===== src/rtl/spi_device_router_pkg.sv =====
`default_nettype none
// +----------------------------------------------------------------------------+
// | Package     : audipus_spi_pkg                                              |
// | Description : Shared constants for the SPI device router: FSM state        |
// |               encodings, err_status bit positions and synchroniser depth.  |
// | Revision    : 1.0  initial release                                         |
// +----------------------------------------------------------------------------+
package audipus_spi_pkg;

  // Router FSM state encodings
  localparam logic [1:0] ST_IDLE   = 2'd0;
  localparam logic [1:0] ST_ACTIVE = 2'd1;
  localparam logic [1:0] ST_ABORT  = 2'd2;
  localparam logic [1:0] ST_SETTLE = 2'd3;

  // Bit positions inside err_status
  localparam int ERR_FRAME   = 0;
  localparam int ERR_TIMEOUT = 1;
  localparam int ERR_SELCHG  = 2;

  // Flop depth of every asynchronous-input synchroniser
  localparam int SYNC_STAGES = 2;

endpackage : audipus_spi_pkg
`default_nettype wire


===== src/rtl/spi_device_router_if.sv =====
`default_nettype none
// +----------------------------------------------------------------------------+
// | Interface   : spi_device_router_if                                         |
// | Description : Host-side SPI bus plus fanned-out device-side bus.           |
// |   spi_cs_n/spi_clk/spi_mosi : host SPI (async to clk)                      |
// |   dev_sel                   : device select code (async)                   |
// |   dev_cs_n/dev_clk/dev_mosi : routed device-side SPI                       |
// |   modport slave  : router view (host in, device out)                       |
// |   modport master : host/test view (host out, device in)                    |
// | Revision    : 1.0  initial release                                         |
// +----------------------------------------------------------------------------+
interface spi_device_router_if #(
  parameter int N_DEV = 4,
  parameter int SEL_W = 2
);
  logic             spi_cs_n;
  logic             spi_clk;
  logic             spi_mosi;
  logic [SEL_W-1:0] dev_sel;
  logic [N_DEV-1:0] dev_cs_n;
  logic             dev_clk;
  logic             dev_mosi;

  modport slave (
    input  spi_cs_n, spi_clk, spi_mosi, dev_sel,
    output dev_cs_n, dev_clk, dev_mosi
  );

  modport master (
    output spi_cs_n, spi_clk, spi_mosi, dev_sel,
    input  dev_cs_n, dev_clk, dev_mosi
  );
endinterface : spi_device_router_if
`default_nettype wire


===== src/rtl/spi_device_router_sync2.sv =====
`default_nettype none
// +----------------------------------------------------------------------------+
// | Module      : sync2                                                        |
// | Description : 1-bit multi-flop synchroniser with a parameterised reset     |
// |               value, so idle-high signals (chip select) do not glitch low  |
// |               out of reset.                                                |
// |   clk, reset_n : system clock, async active-low reset                      |
// |   d            : asynchronous input                                        |
// |   q            : synchronised output                                       |
// | Revision    : 1.0  initial release                                         |
// +----------------------------------------------------------------------------+
module sync2
  import audipus_spi_pkg::*;
#(
  parameter logic INIT = 1'b0
) (
  input  logic clk,
  input  logic reset_n,
  input  logic d,
  output logic q
);

  logic [SYNC_STAGES-1:0] sync_q;
  logic [SYNC_STAGES-1:0] sync_d;

  always_comb begin
    sync_d = {sync_q[SYNC_STAGES-2:0], d};
  end

  always_ff @(posedge clk or negedge reset_n) begin
    if (!reset_n) begin
      sync_q <= {SYNC_STAGES{INIT}};
    end else begin
      sync_q <= sync_d;
    end
  end

  assign q = sync_q[SYNC_STAGES-1];

endmodule : sync2
`default_nettype wire


===== src/rtl/spi_device_router.sv =====
`default_nettype none
// +----------------------------------------------------------------------------+
// | Module      : spi_device_router                                            |
// | Description : Routes one host SPI bus to N_DEV peripherals. The select     |
// |               code is latched only between frames; each frame is monitored |
// |               for bit count, framing error, timeout and select change.     |
// |   clk, reset_n : system clock (>= 8x SCLK), async active-low reset         |
// |   bus          : spi_device_router_if.slave (host SPI in, device SPI out)  |
// |   busy         : FSM not idle                                              |
// |   last_dev     : select code of the last completed frame                   |
// |   last_bits    : SCLK rising edges of the last frame (saturating at 255)   |
// |   err_status   : sticky [0] framing, [1] timeout, [2] select changed       |
// |   clr_err      : 1-cycle pulse, clears err_status (new errors win)         |
// | Optional      : SPI_ROUTER_STATS_EN adds per-device 8-bit frame counters   |
// |                 readable via stat_sel/stat_count, cleared by stat_rd_stb.  |
// | Revision    : 1.0  initial release                                         |
// +----------------------------------------------------------------------------+
module spi_device_router
  import audipus_spi_pkg::*;
#(
  parameter int N_DEV       = 4,
  parameter int SEL_W       = 2,
  parameter int SETTLE_CYC  = 4,
  parameter int TIMEOUT_CYC = 65535
) (
  input  logic             clk,
  input  logic             reset_n,
  spi_device_router_if.slave bus,
  output logic             busy,
  output logic [SEL_W-1:0] last_dev,
  output logic [7:0]       last_bits,
  output logic [2:0]       err_status,
  input  logic             clr_err
`ifdef SPI_ROUTER_STATS_EN
  ,
  input  logic [SEL_W-1:0] stat_sel,
  input  logic             stat_rd_stb,
  output logic [7:0]       stat_count
`endif
);

  localparam int TO_W = (TIMEOUT_CYC > 1) ? $clog2(TIMEOUT_CYC + 1) : 1;

  // ---------------------------------------------------------------- sync
  logic             cs_s;
  logic             sclk_s;
  logic [SEL_W-1:0] sel_s;

  sync2 #(.INIT(1'b1)) u_sync_cs (
    .clk     (clk),
    .reset_n (reset_n),
    .d       (bus.spi_cs_n),
    .q       (cs_s)
  );

  sync2 #(.INIT(1'b0)) u_sync_sclk (
    .clk     (clk),
    .reset_n (reset_n),
    .d       (bus.spi_clk),
    .q       (sclk_s)
  );

  for (genvar gi = 0; gi < SEL_W; gi++) begin : g_sel_sync
    sync2 #(.INIT(1'b0)) u_sync_sel (
      .clk     (clk),
      .reset_n (reset_n),
      .d       (bus.dev_sel[gi]),
      .q       (sel_s[gi])
    );
  end

  // ---------------------------------------------------------------- state
  logic [1:0]       state_q,      state_d;
  logic [SEL_W-1:0] sel_q,        sel_d;
  logic [7:0]       bit_cnt_q,    bit_cnt_d;
  logic [TO_W-1:0]  to_cnt_q,     to_cnt_d;
  logic [7:0]       settle_cnt_q, settle_cnt_d;
  logic [SEL_W-1:0] last_dev_q,   last_dev_d;
  logic [7:0]       last_bits_q,  last_bits_d;
  logic [2:0]       err_q,        err_d;
  logic [N_DEV-1:0] dev_cs_n_q,   dev_cs_n_d;
  logic             clk_en_q,     clk_en_d;
  logic             sclk_s_d_q;
  logic             sclk_rise;

  assign sclk_rise = sclk_s & ~sclk_s_d_q;

  always_comb begin
    state_d      = state_q;
    sel_d        = sel_q;
    bit_cnt_d    = bit_cnt_q;
    to_cnt_d     = to_cnt_q;
    settle_cnt_d = settle_cnt_q;
    last_dev_d   = last_dev_q;
    last_bits_d  = last_bits_q;
    // Clear is applied first so that an error raised this cycle survives it.
    err_d        = clr_err ? 3'b000 : err_q;

    case (state_q)
      ST_IDLE: begin
        sel_d = sel_s;
        if (!cs_s) begin
          state_d   = ST_ACTIVE;
          bit_cnt_d = '0;
          to_cnt_d  = '0;
        end
      end

      ST_ACTIVE: begin
        if (sclk_rise && (bit_cnt_q != 8'hFF)) begin
          bit_cnt_d = bit_cnt_q + 8'd1;
        end
        to_cnt_d = to_cnt_q + TO_W'(1);
        // sel_q is deliberately kept; only the anomaly is reported.
        if (sel_s != sel_q) begin
          err_d[ERR_SELCHG] = 1'b1;
        end
        if (cs_s) begin
          last_bits_d  = bit_cnt_q;
          last_dev_d   = sel_q;
          if (bit_cnt_q[2:0] != 3'd0) begin
            err_d[ERR_FRAME] = 1'b1;
          end
          state_d      = ST_SETTLE;
          settle_cnt_d = '0;
        end else if ((TIMEOUT_CYC != 0) && (to_cnt_d == TO_W'(TIMEOUT_CYC))) begin
          err_d[ERR_TIMEOUT] = 1'b1;
          state_d            = ST_ABORT;
        end
      end

      ST_ABORT: begin
        if (cs_s) begin
          state_d      = ST_SETTLE;
          settle_cnt_d = '0;
        end
      end

      ST_SETTLE: begin
        // A quick re-select resumes with the previously latched device.
        if (!cs_s) begin
          state_d   = ST_ACTIVE;
          bit_cnt_d = '0;
          to_cnt_d  = '0;
        end else if (settle_cnt_q == 8'(SETTLE_CYC - 1)) begin
          state_d = ST_IDLE;
        end else begin
          settle_cnt_d = settle_cnt_q + 8'd1;
        end
      end

      default: begin
        state_d = ST_IDLE;
      end
    endcase

    // Device-side selects are registered from the next state so they
    // follow spi_cs_n by exactly the synchroniser depth plus one flop.
    clk_en_d = (state_d == ST_ACTIVE);
    for (int i = 0; i < N_DEV; i++) begin
      dev_cs_n_d[i] = ~(clk_en_d && (sel_d == SEL_W'(i)));
    end
  end

  always_ff @(posedge clk or negedge reset_n) begin
    if (!reset_n) begin
      state_q      <= ST_IDLE;
      sel_q        <= '0;
      bit_cnt_q    <= '0;
      to_cnt_q     <= '0;
      settle_cnt_q <= '0;
      last_dev_q   <= '0;
      last_bits_q  <= '0;
      err_q        <= '0;
      dev_cs_n_q   <= '1;
      clk_en_q     <= 1'b0;
      sclk_s_d_q   <= 1'b0;
    end else begin
      state_q      <= state_d;
      sel_q        <= sel_d;
      bit_cnt_q    <= bit_cnt_d;
      to_cnt_q     <= to_cnt_d;
      settle_cnt_q <= settle_cnt_d;
      last_dev_q   <= last_dev_d;
      last_bits_q  <= last_bits_d;
      err_q        <= err_d;
      dev_cs_n_q   <= dev_cs_n_d;
      clk_en_q     <= clk_en_d;
      sclk_s_d_q   <= sclk_s;
    end
  end

  // ---------------------------------------------------------------- outputs
  assign bus.dev_cs_n = dev_cs_n_q;
  assign bus.dev_clk  = bus.spi_clk & clk_en_q;
  assign bus.dev_mosi = bus.spi_mosi;
  assign busy         = (state_q != ST_IDLE);
  assign last_dev     = last_dev_q;
  assign last_bits    = last_bits_q;
  assign err_status   = err_q;

`ifdef SPI_ROUTER_STATS_EN
  // ---------------------------------------------------------------- stats
  logic [N_DEV-1:0][7:0] frame_cnt_q, frame_cnt_d;
  logic                  frame_done;

  assign frame_done = (state_q == ST_ACTIVE) && (state_d == ST_SETTLE);

  always_comb begin
    frame_cnt_d = frame_cnt_q;
    stat_count  = '0;
    for (int i = 0; i < N_DEV; i++) begin
      if (stat_rd_stb && (stat_sel == SEL_W'(i))) begin
        // Read-clear and a completing frame together leave one counted frame.
        frame_cnt_d[i] = (frame_done && (sel_q == SEL_W'(i))) ? 8'd1 : 8'd0;
      end else if (frame_done && (sel_q == SEL_W'(i))) begin
        frame_cnt_d[i] = frame_cnt_q[i] + 8'd1;
      end
      if (stat_sel == SEL_W'(i)) begin
        stat_count = frame_cnt_q[i];
      end
    end
  end

  always_ff @(posedge clk or negedge reset_n) begin
    if (!reset_n) begin
      frame_cnt_q <= '0;
    end else begin
      frame_cnt_q <= frame_cnt_d;
    end
  end
`endif

endmodule : spi_device_router
`default_nettype wire

===== src/flat_wrapper.sv =====
// flat-port wrapper written by rule: the top's interface ports become plain ports
module spi_device_router_flat import audipus_spi_pkg::*;
#(
  parameter int N_DEV       = 4,
  parameter int SEL_W       = 2,
  parameter int SETTLE_CYC  = 4,
  parameter int TIMEOUT_CYC = 65535
)
  (clk, reset_n, busy, last_dev, last_bits, err_status, clr_err, bus_spi_cs_n, bus_spi_clk, bus_spi_mosi, bus_dev_sel, bus_dev_cs_n, bus_dev_clk, bus_dev_mosi);
  spi_device_router_if #(.N_DEV(N_DEV), .SEL_W(SEL_W)) bus_i ();
  input  logic clk;
  input  logic reset_n;
  output logic busy;
  output logic [SEL_W-1:0] last_dev;
  output logic [7:0] last_bits;
  output logic [2:0] err_status;
  input  logic clr_err;
  input wire logic [$bits(bus_i.spi_cs_n)-1:0] bus_spi_cs_n;
  input wire logic [$bits(bus_i.spi_clk)-1:0] bus_spi_clk;
  input wire logic [$bits(bus_i.spi_mosi)-1:0] bus_spi_mosi;
  input wire logic [$bits(bus_i.dev_sel)-1:0] bus_dev_sel;
  output wire logic [$bits(bus_i.dev_cs_n)-1:0] bus_dev_cs_n;
  output wire logic [$bits(bus_i.dev_clk)-1:0] bus_dev_clk;
  output wire logic [$bits(bus_i.dev_mosi)-1:0] bus_dev_mosi;
  assign bus_i.spi_cs_n = bus_spi_cs_n;
  assign bus_i.spi_clk = bus_spi_clk;
  assign bus_i.spi_mosi = bus_spi_mosi;
  assign bus_i.dev_sel = bus_dev_sel;
  assign bus_dev_cs_n = bus_i.dev_cs_n;
  assign bus_dev_clk = bus_i.dev_clk;
  assign bus_dev_mosi = bus_i.dev_mosi;
  spi_device_router #(.N_DEV(N_DEV), .SEL_W(SEL_W), .SETTLE_CYC(SETTLE_CYC), .TIMEOUT_CYC(TIMEOUT_CYC)) u_core (.clk(clk), .reset_n(reset_n), .bus(bus_i), .busy(busy), .last_dev(last_dev), .last_bits(last_bits), .err_status(err_status), .clr_err(clr_err));
endmodule

===== config.mk =====
export PLATFORM = sky130hd
export DESIGN_NAME = spi_device_router_flat
export DESIGN_NICKNAME = d
export VERILOG_FILES = /design/src/rtl/spi_device_router_pkg.sv /design/src/rtl/spi_device_router_if.sv /design/src/rtl/spi_device_router_sync2.sv /design/src/rtl/spi_device_router.sv /design/src/flat_wrapper.sv
export SDC_FILE = /design/constraint.sdc
export NUM_CORES = 1
export LEC_CHECK = 0
export CAP_MARGIN = 40
export CORE_MARGIN = 2
export CORE_UTILIZATION = 39
export CTS_CLUSTER_DIAMETER = 60
export DETAILED_ROUTE_END_ITERATION = 10
export PLACE_DENSITY = 0.55
export SETUP_SLACK_MARGIN = 0.3
export SLEW_MARGIN = 30
export SYNTH_ARGS = -nofsm -noshare
export SYNTH_HDL_FRONTEND = slang
export SYNTH_SLANG_ARGS = --single-unit

===== constraint.sdc =====
create_clock -name clk -period 2.5 [get_ports clk]
set_input_delay 0.375 -clock clk [delete_from_list [all_inputs] [get_ports clk]]
set_output_delay 0.375 -clock clk [all_outputs]
set_load 0.1 [all_outputs]

After elaboration in Yosys (flattened, before gate mapping):

Index checks and enable logic that the tools add are counted.
Widths: inputs -> output; s select.

* flip-flop bits (word level): 63
* input port bits: 8
* output and inout bits: 20
* logic and storage cells: 82

* add/sub/neg operators: 3
* eq/ne operators: 16
* mux-type cells: 24
* bitwise operators: 7
* reductions and logical operators: 17

Operators with widths (number)
* $mux 8: 5
* $pmux 16 s2: 1
* $pmux 8 s2: 2
* $add 16x1->16 const B: 1
* $add 8x1->8 const B: 2
* $eq 16x16->1 const B: 1
* $mux 16: 1
* $mux 2: 7
* $eq 2x2->1 const B: 4
* $eq 8x2->1 const B: 1
* $ne 8x8->1 const B: 1
* $pmux 2 s4: 1
* $eq 2x1->1 const B: 3
* $mux 3: 2
* $ne 2x2->1 const B: 3
* $reduce_bool 2->1: 3
* $logic_and 1x1->1: 5
* $mux 1: 5
* $not 1->1: 5
* $logic_not 2->1: 2
* $ne 2x1->1 const B: 2
* $reduce_and 2->1: 2
* $reduce_and 4->1: 1
* $reduce_or 2->1: 2
* other kinds (4): 5

Depth between registers and ports, before layout:

Gate-level depths: netlist (run 1).

* depth in word-level cells: 8
* depth in mapped cells: 8
* gate-level depth less buffers: 7

Hierarchy:

From an unflattened synthesis (run 1), not the netlist that was laid out.

* cells, all modules: 317
* area, all modules: 3161.8 um2

Modules (own cells, without submodules)
* spi_device_router: times used 1, cells an instance 309, area an instance 2959.1 um2
* sync2 at u_core.g_sel_sync[0].u_sync_sel ...: times used 3, cells an instance 2, area an instance 50.0 um2
* sync2 at u_core.u_sync_cs: times used 1, cells an instance 2, area an instance 52.6 um2

Worst setup path after synthesis (run 1):

Ideal clock, no wire load.

* kind: register -> register
* start point: register u_core.to_cnt_q[0]
* end point: register u_core.state_q[0]
* data arrival time: 1.941 ns
* data required time: 2.381 ns
* path slack: 0.440 ns
* stages on the path, launching flop included: 8
* path through: dfrtp_1 > ha_1 > nand3_1 > xor2_1 > a2111o_1 > nor4_1 > nand3_1 > o21a_1

* longest elaborated chain between the ends: 5

RTL lines
* from (decl): line spi_device_router.sv:76 `logic [TO_W-1:0] to_cnt_q, to_cnt_d;`
* from (signal assigned): line spi_device_router.sv:182 `to_cnt_q <= to_cnt_d;`
* $add 16x1->16: line spi_device_router.sv:113 `to_cnt_d = to_cnt_q + TO_W'(1);`
* $eq 16x16->1: line spi_device_router.sv:126 `end else if ((TIMEOUT_CYC != 0) && (to_cnt_d == TO_W'(TIMEOUT_CYC))) begin`
* $mux 2: line spi_device_router.sv:126
* $mux 2: line spi_device_router.sv:118 `if (cs_s) begin`
* $pmux 2 s4: line spi_device_router.sv:99 `case (state_q)`
* via u_core.state_d[0]: line spi_device_router.sv:73 `logic [1:0] state_q, state_d;`
* to (signal assigned): line spi_device_router.sv:179 `state_q <= state_d;`
* to (decl): line spi_device_router.sv:73

The timed path passes the listed nets, and every way through them passes these cells.
A chain may end at the register's enable or synchronous reset.

Final worst setup path (run 1):

* start point: register u_core.settle_cnt_q[0]
* end point: register u_core.dev_cs_n_q[0] (netlist: u_core.bus.dev_cs_n[0])

* longest elaborated chain between the ends: 7

RTL lines
* from (decl): line spi_device_router.sv:77 `logic [7:0] settle_cnt_q, settle_cnt_d;`
* from (signal assigned): line spi_device_router.sv:183 `settle_cnt_q <= settle_cnt_d;`
* $eq 8x2->1: line spi_device_router.sv:145 `end else if (settle_cnt_q == 8'(SETTLE_CYC - 1)) begin`
* $mux 2: line spi_device_router.sv:145
* $mux 2: line spi_device_router.sv:141 `if (!cs_s) begin`
* $pmux 2 s4: line spi_device_router.sv:99
* $eq 2x1->1: line spi_device_router.sv:159 `clk_en_d = (state_d == ST_ACTIVE);`
* $logic_and 1x1->1: line spi_device_router.sv:161 `dev_cs_n_d[i] = ~(clk_en_d && (sel_d == SEL_W'(i)));`
* $not 1->1: line spi_device_router.sv:161
* via u_core.dev_cs_n_d[0]: line spi_device_router.sv:81 `logic [N_DEV-1:0] dev_cs_n_q, dev_cs_n_d;`
* to (signal assigned): line spi_device_router.sv:187 `dev_cs_n_q <= dev_cs_n_d;`
* to (decl): line spi_device_router.sv:81

The timed path passes the listed nets, and every way through them passes these cells.

==> results of run 1 <==
[where the power goes]
group | total (mW) | switching, mW | internal [mW]
clock network | 0.898 | 0.432 | 0.466
registers | 1.39 | 0.160 | 1.23
logic | 2.37 | 1.59 | 0.784
[cell usage after synthesis, drive strengths merged, types with 3 or more instances]
master | count | area (um^2)
clkbuf | 11 | 41.3
nand2 | 42 | 158
nand4 | 4 | 25.0
and2 | 4 | 25.0
xnor2 | 5 | 43.8
o21a | 3 | 22.5
mux2 | 11 | 124
a31oi | 3 | 18.8
a21o | 3 | 22.5
and3 | 5 | 31.3
inv | 17 | 63.8
o21ai | 35 | 175
o31ai | 8 | 60.1
and4 | 3 | 27.5
xor2 | 10 | 87.6
nor2b | 4 | 25.0
nand3 | 17 | 85.1
nor4 | 5 | 37.5
dfrtp | 57 | 1430
dfstp | 6 | 158
or3 | 4 | 25.0
ha | 10 | 125
nor2 | 18 | 67.6
a21oi | 11 | 55.1
a22o | 3 | 26.3
buf | 3 | 20.0
nor3b | 3 | 22.5
[final cells by class]
cell class | instances | area, um^2 | area share [%]
flip-flops and latches | 63 | 1590 | 41.2
inverters | 17 | 67.6 | 1.75
well taps | 102 | 128 | 3.31
repair buffers | 41 | 347 | 9.00
multi-input cells | 232 | 1530 | 39.6
clock buffers | 10 | 128 | 3.31
clock inverters | 6 | 68.8 | 1.79
[flip-flops by register name (all words and copies together) (netlist names), 3 cells and up]
name / cells
u_core.last_bits: 8
u_core.g_sel_sync.u_sync_sel.sync_q: 4
u_core.settle_cnt_q: 8
u_core.err_status: 3
u_core.bit_cnt_q: 8
u_core.bus.dev_cs_n: 4
u_core.to_cnt_q: 16
[worst max-delay path, stage by stage (launching register included)]
cell and delay, ns:
dfrtp_1 0.41, ha_1 0.22, nor3b_2 0.20, nand2_1 0.12, and2_1 0.20, a32oi_1 0.30
nand2_2 0.13, or4b_1 0.48
[per-layer routing]
layer	GRT usage [%]	vias to the layer above
li1	-	1229
met1	23.9	1203
met2	26.6	52
met3	3.35	7
met4	7.25	0
met5	0	-
[layout by cell type (no fill, tap or decap), types with 4 or more instances in the layout]
cell	Yosys	routed
buf_4	2	32
a21oi_1	11	11
or3_1	4	4
nand3_1	17	17
o31ai_1	8	8
clkdlybuf4s50_1	0	5
dfstp_2	6	6
nor4_2	1	4
mux2_2	11	11
nand2_1	42	41
and3_1	5	5
and2_1	4	4
inv_1	17	15
dfrtp_1	57	54
clkbuf_8	0	9
o21ai_0	34	34
xor2_1	10	10
nor2_1	18	18
nand4_1	4	4
ha_1	10	8
xnor2_1	5	4
[metrics by stage]
| stage | power [mW] | area [um^2] | setup WS (ns) | util [%] |
|---|---|---|---|---|
| 6_report | 4.66 | 3850 | 0.361 | 49.3 |
| 4_1_cts | 4.58 | 3760 | 0.311 | 48.1 |
| 3_5_place_dp | 3.63 | 3530 | 0.197 | 45.3 |
| 2_1_floorplan | 3.03 | 3180 | 0.440 | - |
| 3_3_place_gp | 3.62 | 3530 | 0.229 | 45.3 |
| 5_1_grt | 4.99 | 3850 | 0.230 | 49.3 |
[timing repair]
action / CTS / global route
pin swaps: 1 / 7
gates resized for setup: 2 / 14
buffers inserted: 3 / 5
setup endpoints to repair: 7 / 11
[worst min path at each step]
stage | from | end | cells after the start
after floorplan | reset_n | u_core.bit_cnt_q[0] | 0
after global placement | u_core.g_sel_sync[1].u_sync_sel.sync_q[0] | u_core.g_sel_sync[1].u_sync_sel.sync_q[1] | 0
after detailed placement | u_core.u_sync_sclk.sync_q[0] | u_core.u_sync_sclk.sync_q[1] | 0
after CTS | reset_n | u_core.to_cnt_q[15] | 1
after global routing | reset_n | u_core.to_cnt_q[13] | 1
final | reset_n | u_core.to_cnt_q[12] | 1
[kinds of logic after synthesis]
logic type      share of synthesized area (%)
xor+xnor                                 4.13
simple gates                             18.9
compound gates                           14.9
buf+inv                                  3.93
fa+ha+maj                                3.93
flops                                    49.7
mux                                      4.52
==> results_dict.tcl, run 1 <==
set metrics [dict create \
    outcome "finished clean" \
    htreeDepth 3 \
    ir_worst_vdd_v 0.000623 \
    finalSetupTns_ns 0 \
    highest_layer "met4" \
    worstSetupStartpoint "u_core.settle_cnt_q[0]" \
    num-fill-cells 735 \
    port_buffers 25 \
    endpoint "u_core.bus.dev_cs_n[0]" \
    rr_endpoint "u_core.bus.dev_cs_n[0]" \
    end_kind "register" \
    drcViolationCount 0 \
    routed_wl_mm 7.04 \
    die_h_um 94.4 \
    dr.pass1.iters 4 \
    syn2layout_area_growth_pct 21.0 \
    worst_pin_slew_ns 0.619 \
    layout-drive-gt1-share_pct 23.6 \
    powerDensity_nw_per_um2 1210 \
    arrival_ns 2.40 \
    ctsHoldBuffers 0 \
    dieWidth_um 94.4 \
    period_minus_slack_ns 2.14 \
    async_flop_share_pct 100 \
    leakage_nw 1.68 \
    routedWlPerCell_um 14.9 \
    critical_path_peak_fanout 5 \
    grt.overflow.total 0 \
    grt_max_degree 40 \
    grt_pass1_vias 2440 \
    vias 2491 \
    critical_path_class "register to register" \
    final-hold-violation-count 0 \
    clock-sinks 63 \
    ff2ff_path_depth 7 \
    grt_pass1_wl_mm 12.0 \
    yosysWarnings 0 \
    start_kind "register" \
    yosysSeqAreaShare_pct 49.7 \
    antenna_found_initial 0 \
    final_cells 471 \
    postSynthAreaPerCell_um2 9.77 \
    grt_usage_pct 17.3 \
    place_inst 447 \
    core_um2 7810 \
    syn_nets 344 \
    setup_violations 0 \
    critical_path_required_ns 2.76 \
    timing.final.crit_share_pct 85.6 \
    rows 32 \
    dr_wl_met3_um 314 \
    drt.antenna.violating_nets 0 \
    num-nets-final 382 \
    slew_headroom_pct 58.7 \
    diodes 0 \
    ys_ff_latch 63 \
    slew_viol_final 0 \
    die_area_um2 8900 \
    clk_pin_slew_ns 0.08 \
    viasPerCell 5.29 \
    ys_types 47 \
    dp_hpwl_mm 4.81 \
    fin_skew_ns 0.00709 \
    root_buffer "clkbuf_8" \
    cts_tree "built" \
    rsz0062_at_grt "true" \
    rr_startpoint "u_core.settle_cnt_q[0]" \
    max_cap_violations 0 \
    syn_inst 326 \
    clk_path_buf_depth 2 \
    cts_made_buffers 9 \
    reg2reg_slack_ns 0.36 \
    dr_wl_met2_mm 3.29 \
    synth-edff-count 0 \
    start_util_pct 40.8 \
    fmax_mhz 467 \
    hold_slack_ns 0.0410 \
    met1_length_mm 3.35 \
    ys.flop_type "dfrtp_1" \
    drtIter0Drc 116 \
    routabilityCongestion 0.866 \
    clk_latency_ns 0.34 \
    synthesis.area_um2 3180 \
    hp-class "primary input to asynchronous set/reset pin" \
    pin_count 28 \
]
No activity file was read; power rests on OpenSTA's default activity.
==> inputs of run 2 (changes only) <==
- ABC_AREA: not set -> 1
==> results_dict.tcl, run 2 <==
set metrics [dict create \
    core_um2 8180 \
    dr.pass1.iters 4 \
    worstSetupStartpoint "u_core.state_q[0]" \
    grt.overflow.total 0 \
    drcViolationCount 0 \
    synthTopCellsByCount "nand2_1 (98), dfrtp_1 (57), inv_1 (51)" \
    syn2layout_area_growth_pct 17.3 \
    grt_usage_pct 16.6 \
    period_minus_slack_ns 2.05 \
    routedWlPerCell_um 12.9 \
    worst_pin_slew_ns 0.544 \
    vias 2662 \
    yosysWarnings 0 \
    outcome "finished clean" \
    place_inst 516 \
    grt_max_degree 33 \
    ys_ff_latch 63 \
    ir_worst_vdd_v 0.000942 \
    postSynthAreaPerCell_um2 8.33 \
    synthMostInstantiatedCell "nand2_1" \
    yosysSeqAreaShare_pct 48.6 \
    num-nets-final 441 \
    htreeDepth 3 \
    critical_path_peak_fanout 6 \
    synth-edff-count 0 \
    rows 33 \
    yosysTopAreaCellShare_pct 43.8 \
    setup_violations 0 \
    dp_hpwl_mm 4.94 \
    finalSetupTns_ns 0 \
    dieWidth_um 95.4 \
    fmax_mhz 489 \
    end_kind "output port" \
    start_kind "register" \
    port_buffers 25 \
    clock-sinks 63 \
    layout-drive-gt1-share_pct 17.3 \
    max_cap_violations 0 \
    rr_startpoint "u_core.to_cnt_q[1]" \
    rsz0062_at_grt "true" \
    final_common_cell "nand2_1" \
    cts_made_buffers 9 \
    antenna_found_initial 0 \
    diodes 0 \
    die_area_um2 9100 \
    final_cells 533 \
    timing.final.crit_share_pct 81.9 \
    grt_pass1_vias 2460 \
    pin_count 28 \
    routed_wl_mm 6.87 \
    synthesis.area_um2 3260 \
    slew_viol_final 0 \
    layout_common_cells "nand2_1 (98), dfrtp_1 (57), inv_1 (50)" \
    ys_types 37 \
    powerDensity_nw_per_um2 1130 \
    async_flop_share_pct 100 \
    die_h_um 95.4 \
    top_register "u_core.to_cnt_q" \
    yosys.area.top_type "dfrtp_1" \
    syn_nets 409 \
    drt.antenna.violating_nets 0 \
    cts_tree "built" \
    ys_top_cells_by_area "dfrtp_1 (44%), nand2_1 (11%), inv_1 (5.9%)" \
    slew_headroom_pct 63.7 \
    syn_inst 391 \
    leakage_nw 1.69 \
    num-fill-cells 813 \
    start_util_pct 39.8 \
    clk_pin_slew_ns 0.08 \
    critical_path_required_ns 2.12 \
    largest_reg_flops 16 \
    register_area_um2 1580 \
    reg2reg_slack_ns 0.47 \
    ys.flop_type "dfrtp_1" \
    viasPerCell 4.99 \
    final-hold-violation-count 0 \
    root_buffer "clkbuf_8" \
    drtIter0Drc 145 \
    clk_path_buf_depth 2 \
    clk_latency_ns 0.34 \
    routabilityCongestion 0.791 \
    critical_path_class "register to output port" \
    fin_skew_ns 0.00932 \
    grt_pass1_wl_mm 11.7 \
    arrival_ns 1.67 \
    hp-class "primary input to asynchronous set/reset pin" \
    multi_input_area_um2 1430 \
]
[run 2: final cells by class]
type                       count  share of cell area (%)
clock inverter                 6                    2.23
tap                          105                    3.44
inverter                      53                    5.31
timing repair buffer          30                    6.81
clock buffer                  10                    3.34
multi-input combinational    266                    37.4
sequential                    63                    41.5
[run 2: power by group]
part	leakage, nW	total [mW]	switching [mW]	internal, mW
combinational	0.770	2.01	1.54	0.473
clock	0.102	0.964	0.406	0.558
sequential	0.816	1.33	0.116	1.21
total	1.69	4.30	2.06	2.24
[run 2: kinds of logic (layout without fill, tap and decap cells)]
| group | after synthesis | in the layout | synth area share [%] |
|---|---|---|---|
| and+or+nand+nor | 189 | 189 | 27.0 |
| DFF | 63 | 63 | 48.6 |
| buffers and inverters | 62 | 99 | 7.76 |
| AOI/OAI and AO/OA | 59 | 59 | 10.4 |
| adders and majority gates | 10 | 10 | 3.84 |
| xor gates and xnor gates | 6 | 6 | 1.61 |
| muxes | 2 | 2 | 0.691 |
[run 2: critical path, stage by stage, from the launching register on]
cell        delay [ns]
dfrtp_1           0.41
inv_1             0.14
ha_1              0.31
clkinvlp_4        0.20
buf_4             0.27
[run 2: stage by stage]
| stage | hold slack, ns | power (mW) | util [%] | instance area [um^2] | worst slack, ns |
|---|---|---|---|---|---|
| after global placement | 0.334 | 3.35 | 43.9 | 3590 | 0.457 |
| after detailed placement | 0.338 | 3.35 | 43.9 | 3590 | 0.414 |
| final | 0.0214 | 4.30 | 46.7 | 3820 | 0.453 |
| after CTS | 0.0294 | 4.33 | 46.5 | 3800 | 0.403 |
| after floorplan | 0.0794 | 2.91 | - | 3260 | 0.329 |
| after global routing | 0.0517 | 4.58 | 46.7 | 3820 | 0.278 |
[run 2: per-layer routing]
metal | global-route usage [%] | up-vias | part of all wire, %
li1 | - | 1344 | -
met1 | 23.7 | 1283 | 50
met2 | 25.2 | 31 | 46
met3 | 4.43 | 4 | 3.3
met4 | 3.93 | 0 | 0.77
met5 | 0 | - | 0
[run 2: path summary, 6_finish.rpt]
path	endpoint	depth (start not counted)
max in group asynchronous	u_core.to_cnt_q[4]	2
min in group clk	u_core.u_sync_sclk.sync_q[1]	0
worst min-delay path	u_core.u_sync_sclk.sync_q[1]	1
worst max register to register	u_core.clk_en_q	12
worst max-delay path	busy	4
worst min register to register	u_core.u_sync_sclk.sync_q[1]	0
[run 2: repair_timing]
action | 4_1_cts | 5_1_grt
buffers inserted | 0 | 1
resized for setup | 0 | 2
hold buffers | 0 | 0
endpoints found under the setup margin | 0 | 7
